$ cat config.mk
export PLATFORM = sky130hd
export DESIGN_NAME = seg7_scan_driver
export DESIGN_NICKNAME = d
export VERILOG_FILES = /design/src/rtl/seg7_scan_driver.sv
export SDC_FILE = /design/constraint.sdc
export NUM_CORES = 1
export LEC_CHECK = 0
export BUFFER_PORTS_ARGS = -buffer_cell sky130_fd_sc_hd__buf_2
export CAP_MARGIN = 40
export CORE_MARGIN = 2
export CORE_UTILIZATION = 50
export CTS_CLUSTER_SIZE = 20
export DETAILED_ROUTE_END_ITERATION = 12
export PLACE_DENSITY = 0.78
export SKIP_LAST_GASP = 1
export SYNTH_ARGS = -nofsm -noshare
export SYNTH_HDL_FRONTEND = slang
export SYNTH_SLANG_ARGS = --single-unit
export TNS_END_PERCENT = 30
$ cat constraint.sdc
create_clock -name i_clk -period 3.1 [get_ports i_clk]
set_input_delay 0.93 -clock i_clk [delete_from_list [all_inputs] [get_ports i_clk]]
set_output_delay 0.93 -clock i_clk [all_outputs]
set_load 0.1 [all_outputs]
$ cat src/rtl/seg7_scan_driver.sv
// Time-multiplexed N-digit 7-segment scan driver with hex decode and a
// double-buffered display value. Optional macro: LEADING_ZERO_BLANK_EN.
module seg7_scan_driver #(
  parameter int N_DIGITS     = 4,
  parameter int SCAN_DIV     = 12000,
  parameter int BLANK_CYCLES = 100,
  parameter bit SEG_INV      = 1'b0,
  parameter bit COM_INV      = 1'b0
) (
  input  logic                    i_clk,
  input  logic                    i_rst,
  input  logic [4*N_DIGITS-1:0]   i_value,
  input  logic [N_DIGITS-1:0]     i_dp,
  input  logic                    i_load,
  input  logic                    i_blank,
  output logic [7:0]              o_segs,
  output logic [N_DIGITS-1:0]     o_com,
  output logic                    o_frame
);

  localparam int TW = $clog2(SCAN_DIV);
  localparam int IW = (N_DIGITS > 1) ? $clog2(N_DIGITS) : 1;
  localparam logic [TW-1:0]       BLANK_LAST = TW'(BLANK_CYCLES - 1);
  localparam logic [TW-1:0]       SLOT_LAST  = TW'(SCAN_DIV - 1);
  localparam logic [IW-1:0]       IDX_LAST   = IW'(N_DIGITS - 1);
  localparam logic [7:0]          SEG_XOR    = SEG_INV ? 8'hFF : 8'h00;
  localparam logic [N_DIGITS-1:0] COM_XOR    = COM_INV ? '1 : '0;

  typedef enum logic {ST_BLANK, ST_SHOW} state_t;

  state_t                r_state, w_state_nxt;
  logic [TW-1:0]         r_timer, w_timer_nxt;
  logic [IW-1:0]         r_idx, w_idx_nxt;
  logic                  w_frame_nxt;

  logic [4*N_DIGITS-1:0] r_shadow_val, r_act_val, w_act_val_nxt;
  logic [N_DIGITS-1:0]   r_shadow_dp, r_act_dp, w_act_dp_nxt;
  logic                  r_pending;

  logic [7:0]            r_segs, w_segs_nxt;
  logic [N_DIGITS-1:0]   r_com, w_com_nxt;
  logic                  r_frame;
  logic [3:0]            w_nib;
  logic [6:0]            w_glyph;
  logic [IW-1:0]         w_msd;

  function automatic logic [6:0] hex_glyph(input logic [3:0] nib);
    case (nib)
      4'h0: hex_glyph = 7'h3F;  4'h1: hex_glyph = 7'h06;
      4'h2: hex_glyph = 7'h5B;  4'h3: hex_glyph = 7'h4F;
      4'h4: hex_glyph = 7'h66;  4'h5: hex_glyph = 7'h6D;
      4'h6: hex_glyph = 7'h7D;  4'h7: hex_glyph = 7'h07;
      4'h8: hex_glyph = 7'h7F;  4'h9: hex_glyph = 7'h6F;
      4'hA: hex_glyph = 7'h77;  4'hB: hex_glyph = 7'h7C;
      4'hC: hex_glyph = 7'h39;  4'hD: hex_glyph = 7'h5E;
      4'hE: hex_glyph = 7'h79;  default: hex_glyph = 7'h71;
    endcase
  endfunction

  // NOTE: every always_comb output gets a default first so no path leaves it unassigned (no latch).
  always_comb begin
    w_state_nxt = r_state;
    w_timer_nxt = r_timer + 1'b1;
    w_idx_nxt   = r_idx;
    w_frame_nxt = 1'b0;
    case (r_state)
      ST_BLANK: if (r_timer == BLANK_LAST) w_state_nxt = ST_SHOW;
      default: begin
        if (r_timer == SLOT_LAST) begin
          w_state_nxt = ST_BLANK;
          w_timer_nxt = '0;
          if (r_idx == IDX_LAST) begin
            w_idx_nxt   = '0;
            w_frame_nxt = 1'b1;
          end else begin
            w_idx_nxt = r_idx + 1'b1;
          end
        end
      end
    endcase
  end

  // Active buffer swaps on the edge that closes the o_frame cycle; a load on
  // that same edge bypasses the shadow.
  always_comb begin
    w_act_val_nxt = r_act_val;
    w_act_dp_nxt  = r_act_dp;
    if (r_frame) begin
      if (i_load) begin
        w_act_val_nxt = i_value;
        w_act_dp_nxt  = i_dp;
      end else if (r_pending) begin
        w_act_val_nxt = r_shadow_val;
        w_act_dp_nxt  = r_shadow_dp;
      end
    end
  end

  always_comb begin
    w_msd = '0;
    for (int k = 1; k < N_DIGITS; k++)
      if (w_act_val_nxt[4*k +: 4] != 4'h0) w_msd = IW'(k);
  end

  always_comb begin
    w_nib   = w_act_val_nxt[4*w_idx_nxt +: 4];
    w_glyph = hex_glyph(w_nib);
`ifdef LEADING_ZERO_BLANK_EN
    if (w_idx_nxt > w_msd) w_glyph = 7'h00;
`endif
    w_segs_nxt = 8'h00;
    w_com_nxt  = '0;
    if (w_state_nxt == ST_SHOW) begin
      w_segs_nxt = {w_act_dp_nxt[w_idx_nxt], w_glyph};
      if (!i_blank) w_com_nxt = N_DIGITS'(1) << w_idx_nxt;
    end
  end

  // NOTE: sequential state uses non-blocking assignments so all flops update together.
  always_ff @(posedge i_clk or posedge i_rst) begin
    if (i_rst) begin
      r_state      <= ST_BLANK;
      r_timer      <= '0;
      r_idx        <= '0;
      r_shadow_val <= '0;
      r_shadow_dp  <= '0;
      r_pending    <= 1'b0;
      r_act_val    <= '0;
      r_act_dp     <= '0;
      r_segs       <= SEG_XOR;
      r_com        <= COM_XOR;
      r_frame      <= 1'b0;
    end else begin
      r_state   <= w_state_nxt;
      r_timer   <= w_timer_nxt;
      r_idx     <= w_idx_nxt;
      r_act_val <= w_act_val_nxt;
      r_act_dp  <= w_act_dp_nxt;
      if (i_load) begin
        r_shadow_val <= i_value;
        r_shadow_dp  <= i_dp;
      end
      if (r_frame)     r_pending <= 1'b0;
      else if (i_load) r_pending <= 1'b1;
      r_segs  <= w_segs_nxt ^ SEG_XOR;
      r_com   <= w_com_nxt ^ COM_XOR;
      r_frame <= w_frame_nxt;
    end
  end

  assign o_segs  = r_segs;
  assign o_com   = r_com;
  assign o_frame = r_frame;

endmodule

==> out/qor.yml <==
antenna_found_initial: 0
synth-seq-area-share: 0.539
yosysTopAreaCellShare: 0.539
synth-edff-count: 0
pwr-share-seq: 0.494
cts_root_buffer: "clkbuf_8"
finClkSkew_ns: 0.00861
reg2reg_to: "o_segs[6]$_DFF_PP0_"
worstHoldStart: "r_shadow_val[9]$_DFFE_PP0P_"
fillers: 464
power_frac_clock: 0.462
cpPeakStageDelay_ns: 0.58
numCtsBuffers: 9
holdWs_ns: 0.480
clock_sink_count: 71
critical-path-top-delay-family: "compound AO/OA/AOI/OAI gates"
port-buffer-count: 36
final_common_cell: "dfrtp_1"
status: "finished clean"
tightest_slew_ns: 0.541
layout_common_cells: "dfrtp_1 (71), buf_2 (36), buf_4 (31)"
core_um2: 6350
syn_to_final_growth_pct: 23.9
ys_types: 49
finalCritPeriodShare: 0.974
endpoint: "o_segs[6]$_DFF_PP0_"
worstSetupPathType: "reg2reg"
hold_viol: 0
vias: 2549
synth_flop_cell: "dfrtp_1"
die_x_um: 85.2
grt_pass1_vias: 2564
floorplan.rows: 29
ir_drop_v: 0.000322
reg2reg_slack_ns: 0.08
grt-ovfl-total: 0
insertion_delay_ns: 0.36
clkSlewWorstSetupHoldPaths_ns: 0.08
ctsHtreeMaxLevel: 3
die_h_um: 85.2
switching_share: 0.216
hp-class: "reg2reg"
max_cap_violations: 0
wire_per_inst_um: 16.6
yosysWarningCount: 0
synth_top_cell_by_area: "dfrtp_1"
dieArea_um2: 7260
power.density_nw_per_um2: 477
finalSetupViolCount: 0
gp_congestion: 0.914
clk_path_buf_depth: 2
relSlewSlack: 0.639
n_antenna_cell: 0
start_util: 0.519
cts_hold_buf: 0
combinationalPowerShare: 0.043
final.setup.tns_ns: 0
setup_slack_ns: 0.0814
required_ns: 3.36
dr.pass1.iters: 4
r2r_cells: 9
grt_pass1_wl_mm: 12.1
dp_slack_ns: -0.0389
routed_wl_mm: 7.35
dp_hpwl_mm: 4.90
final_area_um2: 4080
io_pins: 37
cts_tree: "yes"
worstPathArrival_ns: 3.28
synth.area.top_cells: "dfrtp_1 (54%), mux2_2 (5.5%), o22ai_1 (3.8%), nand2_1 (3.5%), mux2i_1 (3.3%)"
layout-drive-gt1-share: 0.371
leakage_nw: 1.97
critPathBufInv: 0
ant_nets: 0
synth.avg_cell_area_um2: 11.2
cpMaxStageDelayCell: "or4_4"
cp_max_fo: 6
synth_area_um2: 3300
async_flop_share: 1.00
fmax_mhz: 331
p_sw_mw: 0.422
crit_cells: 9
grt_max_degree: 48
synth.net_count: 327
routed_via_density: 5.74
drt_iter0_drc: 187
netlist_instances: 295
ys_ff_latch: 71
path_common_cell: "mux2_4"
rr_startpoint: "r_timer[1]$_DFF_PP0_"
worstSetupStartpoint: "r_timer[1]$_DFF_PP0_"
critical_path.cell_chain: "ha_4, nand4_4, or4_4, o31a_4, mux2_4, o21a_4, ha_2, mux2_4, a221oi_4"
slew_violations: 0
grtUsageTotal: 0.213
min_period_ns: 3.02
p_total_mw: 1.95
layout.nets: 394
placed_area_um2: 3680
critPathLaunchType: "flop"
end_kind: "flop"
power.internal_mw: 1.53
drc: 0
==> layer usage <==
layer | up-vias | wire length, um | track usage
li1 | 1182 | - | -
met1 | 1255 | 3170 | 0.276
met4 | 0 | 193 | 0.111
met5 | - | 0 | 0
met3 | 22 | 336 | 0.0379
met2 | 90 | 3660 | 0.342
==> how the worst min path moves through the flow <==
stage | cells after the start | slack, ns | end
3_3_place_gp | 1 | 0.46 | r_timer[0]$_DFF_PP0_
2_1_floorplan | 2 | 0.44 | r_shadow_val[11]$_DFFE_PP0P_
6_report | 2 | 0.48 | r_shadow_val[9]$_DFFE_PP0P_
4_1_cts | 1 | 0.48 | r_timer[0]$_DFF_PP0_
3_5_place_dp | 2 | 0.47 | r_shadow_val[9]$_DFFE_PP0P_
5_1_grt | 2 | 0.50 | r_shadow_val[9]$_DFFE_PP0P_
==> power by group through the flow <==
stage / clock network (mW) / registers [mW] / logic, mW
after floorplan: 0 / 0.977 / 0.0515
after CTS: 0.906 / 0.963 / 0.0867
after global placement: 0 / 0.980 / 0.0842
final: 0.901 / 0.963 / 0.0846
after global routing: 0.956 / 0.965 / 0.0963
after detailed placement: 0 / 0.981 / 0.0860
==> kinds of logic after synthesis <==
family	synth area share
multiplexers	0.103
adder cells (fa/ha/maj)	0.0304
XOR/XNOR	0.0292
AO/OA/AOI/OAI	0.122
flip-flops	0.539
buffers and inverters	0.0391
AND/OR/NAND/NOR	0.137
==> state kept, by name (all words and copies together) (netlist names) <==
name and cells:
r_pending 1, r_shadow_dp 4, r_act_val 16, o_com 4, r_timer 14, r_state 1
r_shadow_val 16, o_frame 1, r_idx 2, o_segs 8, r_act_dp 4
==> area by class of cell <==
class	count	area (um2)	area share
flip-flops and latches	71	1780	0.435
clock inverters	7	120	0.0294
clock buffers	9	124	0.0303
inverters	16	65.1	0.0159
multi-input cells	196	1470	0.360
repair buffers	68	433	0.106
well taps	77	96.3	0.0236
==> what timing repair did <==
action	in CTS	in global routing
setup endpoints to repair	0	7
buffers inserted	0	11
gates resized for setup	0	17
hold endpoints to repair	0	0
==> cells in the mapped netlist, drive strengths merged (4+ instances only) <==
| cell | number |
|---|---|
| dfrtp | 71 |
| nor4 | 7 |
| ha | 8 |
| o21ai | 10 |
| nand4 | 4 |
| inv | 15 |
| xor2 | 7 |
| o22ai | 20 |
| nand2 | 34 |
| mux2i | 12 |
| nor3 | 7 |
| mux2 | 18 |
| nor2 | 16 |
| clkbuf | 7 |
| xnor2 | 4 |
| a21oi | 14 |
| buf | 5 |
| nand3 | 9 |
==> worst min-delay path, cell delays in order (launching register included) <==
cell and delay, ns:
dfrtp_1 0.33, mux2i_1 0.07, inv_1 0.05
==> metrics by stage <==
stage,utilization,std cells
2_1_floorplan,-,295
3_3_place_gp,0.579,417
3_5_place_dp,0.579,417
4_1_cts,0.618,433
5_1_grt,0.643,444
6_report,0.643,444
(Power assumes the default switching activity.)
